File: config.mk
export PLATFORM = sky130hd
export DESIGN_NAME = uart_bus_bridge_flat
export DESIGN_NICKNAME = d
export VERILOG_FILES = /design/src/rtl/uart_bus_bridge_if.sv /design/src/rtl/uart_bus_bridge.sv /design/src/flat_wrapper.sv
export SDC_FILE = /design/constraint.sdc
export NUM_CORES = 1
export LEC_CHECK = 0
export BUFFER_PORTS_ARGS = -buffer_cell sky130_fd_sc_hd__buf_2
export CAP_MARGIN = 20
export CORE_MARGIN = 3
export CORE_UTILIZATION = 58
export CTS_CLUSTER_DIAMETER = 40
export DETAILED_ROUTE_END_ITERATION = 12
export PLACE_DENSITY = 0.82
export SETUP_SLACK_MARGIN = 0.3
export SLEW_MARGIN = 20
export SYNTH_ARGS = -nofsm -noshare
export SYNTH_HDL_FRONTEND = slang
export SYNTH_SLANG_ARGS = --single-unit
File: constraint.sdc
create_clock -name clk -period 1.8 [get_ports clk]
set_input_delay 0.09 -clock clk [delete_from_list [all_inputs] [get_ports clk]]
set_output_delay 0.09 -clock clk [all_outputs]
set_load 0.05 [all_outputs]
File: src/rtl/uart_bus_bridge_if.sv
// uart_bus_bridge_if: single-byte system bus driven by the serial host bridge
interface uart_bus_bridge_if;
  logic        bus_cs;
  logic        bus_we;
  logic [15:0] bus_addr;
  logic [7:0]  bus_dout;
  logic [7:0]  bus_din;
  modport master (output bus_cs, bus_we, bus_addr, bus_dout, input bus_din);
  modport slave  (input bus_cs, bus_we, bus_addr, bus_dout, output bus_din);
endinterface

File: src/rtl/uart_bus_bridge.sv
// uart_bus_bridge: 8N1 host-command engine doing single-byte bus reads/writes
module uart_bus_bridge #(
  parameter int CLK_FREQ = 29000000,
  parameter int BAUD     = 115200
) (
  input  logic clk,
  input  logic rst,
  input  logic rx,
  output logic tx,
  output logic busy,
  uart_bus_bridge_if.master bus
);
  localparam int SYM  = CLK_FREQ / BAUD;
  localparam int CW   = $clog2(SYM);
  localparam int HALF = SYM / 2;
  typedef enum logic [1:0] {R_IDLE, R_START, R_DATA, R_STOP} rx_state_t;
  typedef enum logic [2:0] {IDLE, ADDR_H, ADDR_L, DATA, BUS, CAPTURE, RESP} state_t;
  logic [2:0]    rx_sh;
  rx_state_t     r_state;
  logic [CW-1:0] rcnt;
  logic [2:0]    rbit;
  logic [7:0]    rx_byte;
  logic          rx_stb, rx_err;
  logic          t_busy;
  logic [CW-1:0] tcnt;
  logic [3:0]    tbit;
  logic [8:0]    tsh;
  state_t        state;
  logic          op_w, sent;
  logic [7:0]    resp;
  logic          tx_start;
  assign tx_start = state == RESP && !sent;
  // rx_sh[1] is the synchronized line, rx_sh[2] its previous value for edge detection
  always_ff @(posedge clk) begin
    if (rst) begin
      rx_sh   <= 3'b111;
      r_state <= R_IDLE;
      rcnt    <= '0;
      rbit    <= '0;
      rx_byte <= '0;
      rx_stb  <= 1'b0;
      rx_err  <= 1'b0;
    end else begin
      rx_sh  <= {rx_sh[1:0], rx};
      rx_stb <= 1'b0;
      rx_err <= 1'b0;
      case (r_state)
        R_IDLE: if (rx_sh[2] && !rx_sh[1]) begin
          r_state <= R_START;
          rcnt    <= '0;
        end
        R_START: if (rcnt == CW'(HALF - 1)) begin
          rcnt    <= '0;
          rbit    <= '0;
          r_state <= rx_sh[1] ? R_IDLE : R_DATA;
        end else rcnt <= rcnt + 1'b1;
        R_DATA: if (rcnt == CW'(SYM - 1)) begin
          rcnt    <= '0;
          rx_byte <= {rx_sh[1], rx_byte[7:1]};
          rbit    <= rbit + 1'b1;
          r_state <= rbit == 3'd7 ? R_STOP : R_DATA;
        end else rcnt <= rcnt + 1'b1;
        default: if (rcnt == CW'(SYM - 1)) begin
          rcnt    <= '0;
          rx_stb  <= rx_sh[1];
          rx_err  <= !rx_sh[1];
          r_state <= R_IDLE;
        end else rcnt <= rcnt + 1'b1;
      endcase
    end
  end
  always_ff @(posedge clk) begin
    if (rst) begin
      tx     <= 1'b1;
      t_busy <= 1'b0;
      tcnt   <= '0;
      tbit   <= '0;
      tsh    <= '0;
    end else if (tx_start) begin
      tx     <= 1'b0;
      tsh    <= {1'b1, resp};
      tcnt   <= '0;
      tbit   <= '0;
      t_busy <= 1'b1;
    end else if (t_busy) begin
      if (tcnt == CW'(SYM - 1)) begin
        tcnt   <= '0;
        tbit   <= tbit + 1'b1;
        tx     <= tbit == 4'd9 ? 1'b1 : tsh[0];
        tsh    <= {1'b0, tsh[8:1]};
        t_busy <= tbit != 4'd9;
      end else tcnt <= tcnt + 1'b1;
    end
  end
  // Bytes arriving in BUS, CAPTURE or RESP fall through the case and are dropped
  always_ff @(posedge clk) begin
    if (rst) begin
      state        <= IDLE;
      busy         <= 1'b0;
      op_w         <= 1'b0;
      sent         <= 1'b0;
      resp         <= '0;
      bus.bus_cs   <= 1'b0;
      bus.bus_we   <= 1'b0;
      bus.bus_addr <= '0;
      bus.bus_dout <= '0;
    end else begin
      bus.bus_cs <= 1'b0;
      bus.bus_we <= 1'b0;
      if (rx_err) begin
        state <= IDLE;
        busy  <= 1'b0;
      end else case (state)
        IDLE: if (rx_stb) begin
          busy  <= 1'b1;
          op_w  <= rx_byte == 8'h57;
          resp  <= 8'h3F;
          sent  <= 1'b0;
          state <= rx_byte == 8'h57 || rx_byte == 8'h52 ? ADDR_H : RESP;
        end
        ADDR_H: if (rx_stb) begin
          bus.bus_addr[15:8] <= rx_byte;
          state              <= ADDR_L;
        end
        ADDR_L: if (rx_stb) begin
          bus.bus_addr[7:0] <= rx_byte;
          bus.bus_cs        <= !op_w;
          state             <= op_w ? DATA : BUS;
        end
        DATA: if (rx_stb) begin
          bus.bus_dout <= rx_byte;
          bus.bus_cs   <= 1'b1;
          bus.bus_we   <= 1'b1;
          state        <= BUS;
        end
        BUS: begin
          resp  <= 8'h4B;
          sent  <= 1'b0;
          state <= op_w ? RESP : CAPTURE;
        end
        CAPTURE: begin
          resp  <= bus.bus_din;
          sent  <= 1'b0;
          state <= RESP;
        end
        default: if (!sent) sent <= 1'b1;
        else if (!t_busy) begin
          state <= IDLE;
          busy  <= 1'b0;
        end
      endcase
    end
  end
endmodule

File: src/flat_wrapper.sv
// flat-port wrapper written by rule: the top's interface ports become plain ports
module uart_bus_bridge_flat 
#(
  parameter int CLK_FREQ = 29000000,
  parameter int BAUD     = 115200
)
  (clk, rst, rx, tx, busy, bus_bus_cs, bus_bus_we, bus_bus_addr, bus_bus_dout, bus_bus_din);
  uart_bus_bridge_if bus_i ();
  input  logic clk;
  input  logic rst;
  input  logic rx;
  output logic tx;
  output logic busy;
  output wire logic [$bits(bus_i.bus_cs)-1:0] bus_bus_cs;
  output wire logic [$bits(bus_i.bus_we)-1:0] bus_bus_we;
  output wire logic [$bits(bus_i.bus_addr)-1:0] bus_bus_addr;
  output wire logic [$bits(bus_i.bus_dout)-1:0] bus_bus_dout;
  input wire logic [$bits(bus_i.bus_din)-1:0] bus_bus_din;
  assign bus_bus_cs = bus_i.bus_cs;
  assign bus_bus_we = bus_i.bus_we;
  assign bus_bus_addr = bus_i.bus_addr;
  assign bus_bus_dout = bus_i.bus_dout;
  assign bus_i.bus_din = bus_bus_din;
  uart_bus_bridge #(.CLK_FREQ(CLK_FREQ), .BAUD(BAUD)) u_core (.clk(clk), .rst(rst), .rx(rx), .tx(tx), .busy(busy), .bus(bus_i));
endmodule
==> flow_summary.toml, run 1 <==
[critical_path]
cp-startpoint = "u_core.rcnt[0]"
r2r_cells = 7
ff2ff_setup_slack_ps = 2
rr_endpoint = "u_core.r_state[0]"
path_cells = "inv_2 -> ha_1 -> nand3b_1 -> o21ai_2 -> nand4_1 -> or3_4 -> a21oi_2"
critPathLaunchType = "flop"
endpoint_kind = "flop"
cp_slowest_cell = "or3_4"
cp.required_ps = 2100
path_class = "flop to flop"
regToRegStartpoint = "u_core.rcnt[0]"
slowest_delay_ps = 430
critPathArrivalTime_ps = 2090
cp_max_fo = 4

[sta]
report.final.slew_viol_count = 0
setup_viol_count_final = 0
worstMarginPinSlew_ps = 515
rsz0062_at_grt = "yes"
hold-worst-slack_ps = 1.14
maxClockFrequency_mhz = 556
period_share_pct = 99.9
skew_ps = 16.1
hold_viol = 0
min_period_ps = 1800
slew-limit-headroom_pct = 65.6

[floorplan]
num_rows = 28
die-area_sq_um = 7530
die_h_um = 86.8
core_area_sq_um = 6130
ios = 39
die_w_um = 86.8
initial_core_util_pct = 61.7

[yosys]
synth_area_leaders = "dfxtp_1, nor2_1, nand2_1"
synthFlopType = "dfxtp_1"
synth-xor-area-share_pct = 4.17
synth-edff-count = 0
syn-cell-area_sq_um = 3780
synth_top_family_by_area = "simple AND/OR/NAND/NOR gates"
ys_ff_latch = 89
synthCells = 436
synth_compound_area_share_pct = 11.8
ys_warn_count = 0
syn_nets = 460
yosysTopAreaCell = "dfxtp_1"
synth.distinct_cells = 46
synth_common_cells = "dfxtp_1, nor2_1, nand2_1"
yosys-mux-area-fraction_pct = 4.50
seq_area_frac_synth_pct = 47.1
async_flop_share_pct = 0
synth_top_area_share_pct = 47.1
syn_area_per_cell_sq_um = 8.68
synth-adder-area-share_pct = 4.30
yosys.area_share.simple_pct = 24.2
synth.most_common_cell = "dfxtp_1"

[grt]
grt_max_degree = 27
use_met3_pct = 5.04
use_met2_pct = 36.8
first_global_vias = 2978
track_usage_pct = 23.0
grt_pass1_wl_um = 13900
grt_use_met1_pct = 31.0
grt_overflow_total = 0
antenna_found_initial = 0
grt-busiest-layer = "met2"

[routing]
drcViolationCount = 0
ant_nets = 0
first_iter_violations = 217
avgRoutedWirePerCell_um = 15.5
drtPass1Iterations = 5
num_vias = 3231
wl_um = 8860
via_per_inst = 5.67

[placed_design]
gp_congestion = 0.848
numPortBuffers = 38
dp_hpwl_um = 5340

[clock_network]
clock_latency_ps = 370
cts-root-buf = "clkbuf_8"
cts_max_path_buffers = 2
clk_pin_slew_ps = 90
cts_sinks = 89
cts_buffers = 9
cts_tree = "yes"
cts_max_level = 3

[pwr]
p_sw_mw = 1.02
ir_drop_mv = 0.977
p_seq_share_pct = 50.7
p_clk_share_pct = 38.9
power.leakage_nw = 1.80
swShare_pct = 25.5
combPwrFrac_pct = 10.4
power_mw = 3.99
p_int_mw = 2.97
power_density_nw_per_um2 = 859

[layout]
area_delta_synth_final_pct = 22.7
diodes = 0
drive_gt1_share_pct = 29.3
fin_util_pct = 75.8
final_nets = 514

[min_path]
hold_start = "bus_bus_din[1]"
min_to = "u_core.resp[1]"
min_path_type = "primary input to flop"
holdPathStages = 3

[outcome]
status = "finished, final reports clean"

[job]
drv_cap = 0
==> through the flow <==
stage	worst slack (ps)	cells	area [sq um]	setup TNS (ps)
floorplan	285	436	3810	0
global placement	206	542	4110	0
detailed placement	106	542	4110	0
CTS	176	563	4440	0
global route	-77.9	570	4640	-149
finish	1.66	570	4640	0
==> final cells by class <==
cell class	count	area, sq um
Multi-Input combinational cell	312	2040
Inverter	11	46.3
Clock buffer	9	124
Fill cell	409	1490
Sequential cell	89	1810
Timing Repair Buffer	67	433
Tap cell	75	93.8
Clock inverter	7	98.8
==> critical path: cells and delay by family, from the launching register on <==
kind	cells	cell delay, ps
AO/OA/AOI/OAI	2	350
adder cells (fa/ha/maj)	1	140
buffers and inverters	1	60
flip-flops	1	350
AND/OR/NAND/NOR	3	820
==> layout by cell type (no fill, tap or decap), types with 3 or more instances in the layout <==
master	synthesis	final
a311oi_1	9	8
ha_1	13	9
nor2_1	67	63
o21ai_0	9	7
nor4_1	4	3
nand2_2	0	3
a21oi_1	32	30
a22oi_1	3	3
buf_4	2	24
nor2_4	0	3
nand3b_1	7	7
nand4_1	8	8
a211oi_1	6	5
inv_6	0	3
nand3_1	22	22
inv_1	9	6
or2_2	3	3
dfxtp_1	89	73
nor2b_1	5	4
nor3_1	6	4
nand2b_1	6	5
mux2i_1	17	17
dfxtp_2	0	13
ha_4	0	3
nand2_1	52	49
buf_2	4	38
inv_2	2	3
o21ai_2	0	3
xnor2_1	9	9
clkbuf_8	0	9
xor2_1	9	9
dfxtp_4	0	3
==> logic make-up after synthesis <==
family,Yosys count
AO/OA/AOI/OAI,70
XOR/XNOR,18
flip-flops,89
adder cells (fa/ha/maj),13
buffers and inverters,35
AND/OR/NAND/NOR,194
multiplexers,17
==> registers in the layout, summed over array words and instances (netlist names), 2 cells and up <==
name                 flops
u_core.state             3
u_core.tsh               9
u_core.resp              8
u_core.bus.bus_addr     16
u_core.tcnt              8
u_core.r_state           2
u_core.rcnt              8
u_core.tbit              4
u_core.rx_sh             3
u_core.bus.bus_dout      8
u_core.rx_byte           8
u_core.rbit              3
==> timing repair <==
item | CTS | global route
hold buffers | 1 | 0
buffers inserted | 4 | 6
endpoints found under the hold margin | 1 | 0
resized for setup | 23 | 45
cloned | 0 | 1
pin swaps | 2 | 7
endpoints found under the setup margin | 56 | 71
==> metal layers <==
metal / up-vias / routed length [um]
li1: 1610 / -
met1: 1504 / 3810
met2: 93 / 4430
met3: 24 / 424
met4: 0 / 200
met5: - / 0
==> how the worst max path moves through the flow <==
stage | endpoint | depth (start not counted) | slack, ps
after global routing | u_core.r_state[0] | 7 | -80
after floorplan | u_core.rbit[1] | 8 | 290
final | u_core.r_state[0] | 7 | 2
after global placement | u_core.r_state[0] | 6 | 210
after detailed placement | u_core.r_state[0] | 7 | 110
after CTS | u_core.r_state[0] | 7 | 180
==> power by group through the flow <==
stage / logic, mW / clock network, mW / registers, mW
2_1_floorplan: 0.196 / 0 / 2.06
3_3_place_gp: 0.237 / 0 / 2.06
3_5_place_dp: 0.252 / 0 / 2.06
4_1_cts: 0.330 / 1.55 / 2.02
5_1_grt: 0.448 / 1.65 / 2.03
6_report: 0.413 / 1.55 / 2.02
(Power assumes the default switching activity.)
==> inputs of run 2 (changes only) <==
- ABC_AREA: default -> 1
- PLACE_DENSITY: 0.82 -> 0.81
==> run 2 against run 1 <==
Compared with the run above:
- design area rose by 0.62%
- worst hold slack improved by 29 ps
- flip-flop and latch count did not move
- cell count rose by 15%
- synthesized cell count rose by 19%
- sequential share of layout area fell by 0.32 points
- power fell by 4.7%
- register-to-register slack improved by 360 ps
- critical path depth rose by 3
- die area rose by 3.4%
- combinational power rose by 4.8%
- maximum frequency rose by 25%
- largest cell class unchanged
- largest power group unchanged
==> flow_summary.toml, run 2 <==
[yosys]
synthFlopType = "dfxtp_1"
synth.distinct_cells = 33
syn_area_per_cell_sq_um = 7.58
syn-cell-area_sq_um = 3920
ys_warn_count = 0
synth_area_leaders = "dfxtp_1, nand2_1, a21oi_1"
synth.most_common_cell = "nand2_1"
seq_area_frac_synth_pct = 45.4
yosysTopAreaCell = "dfxtp_1"
synth_common_cells = "nand2_1, dfxtp_1, nor2_1"
async_flop_share_pct = 0
ys_ff_latch = 89
synth_top_area_share_pct = 45.4
synthCells = 517
syn_nets = 541
synth-edff-count = 0

[pwr]
power_density_nw_per_um2 = 813
ir_drop_mv = 0.696
power_mw = 3.80
power.leakage_nw = 1.91

[placed_design]
gp_congestion = 0.930
preCtsSetupSlack_ps = 87.8
numPortBuffers = 38
dp_hpwl_um = 6140

[critical_path]
cp_max_fo = 3
r2r_cells = 10
rr_endpoint = "u_core.rbit[2]"
critPathArrivalTime_ps = 1720
path_class = "flop to flop"
endpoint_kind = "flop"
ff2ff_setup_slack_ps = 360
regToRegStartpoint = "u_core.rcnt[0]"
critPathLaunchType = "flop"
cp.required_ps = 2080

[routing]
num_vias = 3607
drtPass1Iterations = 5
via_per_inst = 5.50
ant_nets = 0
drcViolationCount = 0
wl_um = 9280
avgRoutedWirePerCell_um = 14.1
first_iter_violations = 217

[job]
drv_cap = 0

[clock_network]
cts_max_path_buffers = 2
clk_pin_slew_ps = 100
cts_buffers = 9
cts-root-buf = "clkbuf_8"
clock_latency_ps = 360
cts_sinks = 89
cts_max_level = 3
cts_tree = "yes"

[sta]
rsz0062_at_grt = "yes"
skew_ps = 12.1
slew-limit-headroom_pct = 63.2
min_period_ps = 1440
maxClockFrequency_mhz = 694
setup_viol_count_final = 0
hold_viol = 0
worstMarginPinSlew_ps = 551
tns_ps = 0
report.final.slew_viol_count = 0
period_share_pct = 80.1
layout_setup_ws_ps = 359

[outcome]
status = "finished, final reports clean"

[floorplan]
die-area_sq_um = 7780
ios = 39
die_h_um = 88.2
initial_core_util_pct = 60.7
core_area_sq_um = 6460
num_rows = 29
die_w_um = 88.2

[grt]
grt_max_degree = 32
track_usage_pct = 23.7
antenna_found_initial = 0
grt_overflow_total = 0
first_global_vias = 3389
grt_pass1_wl_um = 14700

[min_path]
hold_start = "bus_bus_din[1]"
min_path_type = "primary input to flop"
min_to = "u_core.resp[1]"
holdPathStages = 3

[layout]
top_register = "u_core.bus.bus_addr"
layout_common_cells = "nand2_1, dfxtp_1, nor2_1, a21oi_1, inv_1"
largest_reg_flops = 16
drive_gt1_share_pct = 24.9
area_delta_synth_final_pct = 19.2
diodes = 0
layout_commonest_cell = "nand2_1"
largestRegisters = "u_core.bus.bus_addr: 16 flops, u_core.tsh: 9 flops"
final_nets = 598
[run 2: changes by cell type after synthesis, moves of 9 or more]
cell,before,now
o21ai_0,9,43
mux2i_1,17,0
a311oi_1,9,0
a21oi_1,32,54
clkbuf_1,16,5
nand2_1,52,105
inv_1,9,46
[run 2: power by group]
part | switching, mW | internal (mW)
combinational | 0.276 | 0.157
sequential | 0.0296 | 1.99
clock | 0.801 | 0.546
[run 2: worst max-delay path, cell delays in order, from the launching register on]
cell and delay [ps]:
dfxtp_2 350, inv_2 70, ha_1 150, nand2_1 60, nor2_1 90, nand2_1 70, nand2_2 110, nand2_1 70
nor2_1 180, nand2_1 70, a21oi_1 150
[run 2: logic make-up after synthesis]
logic type / share of synthesized area, %
flip-flops: 45.4
adder cells (fa/ha/maj): 4.15
XOR/XNOR: 1.56
AND/OR/NAND/NOR: 24.9
buffers and inverters: 7.18
AO/OA/AOI/OAI: 16.8
[run 2: worst max path at each step]
stage | from | to | slack (ps) | cells after the start
after floorplan | u_core.r_state[1] | u_core.rcnt[7] | 360 | 8
after global placement | u_core.r_state[0] | u_core.rcnt[7] | 200 | 7
after detailed placement | u_core.rcnt[0] | u_core.rcnt[7] | 90 | 9
after CTS | u_core.state[0] | u_core.resp[0] | 300 | 9
after global routing | u_core.rcnt[0] | u_core.rbit[2] | 240 | 10
final | u_core.rcnt[0] | u_core.rbit[2] | 360 | 10
[run 2: layout make-up]
type                    count  area [sq um]
clock buffers               9           124
clock inverters             7          68.8
fillers                   495          1790
inverters                  52           206
multi-input cells         363          2010
flip-flops and latches     89          1810
well taps                  77          96.3
repair buffers             59           365
[run 2: stage by stage]
stage          utilization (%)  std cells  hold WS (ps)  instance area, sq um
2_1_floorplan                -        517           194                  3920
3_3_place_gp              64.9        627           274                  4190
3_5_place_dp              64.9        627           274                  4190
4_1_cts                   70.0        650          25.2                  4520
5_1_grt                   72.4        656          25.3                  4670
6_report                  72.4        656          29.8                  4670
[run 2: metal layers]
layer | vias up | part of all wire [%] | track usage, %
met5 | - | 0 | 0
met4 | 0 | 2.8 | 11.0
met3 | 22 | 4.6 | 5.03
met2 | 91 | 50 | 40.8
met1 | 1691 | 43 | 28.3
li1 | 1803 | - | -
[run 2: repair_timing]
item,in CTS,in global routing
hold buffers,5,0
gates cloned,0,2
buffers inserted,2,4
gates resized for setup,25,38
pin swaps,5,11
setup endpoints to repair,49,68
endpoints found under the hold margin,5,0
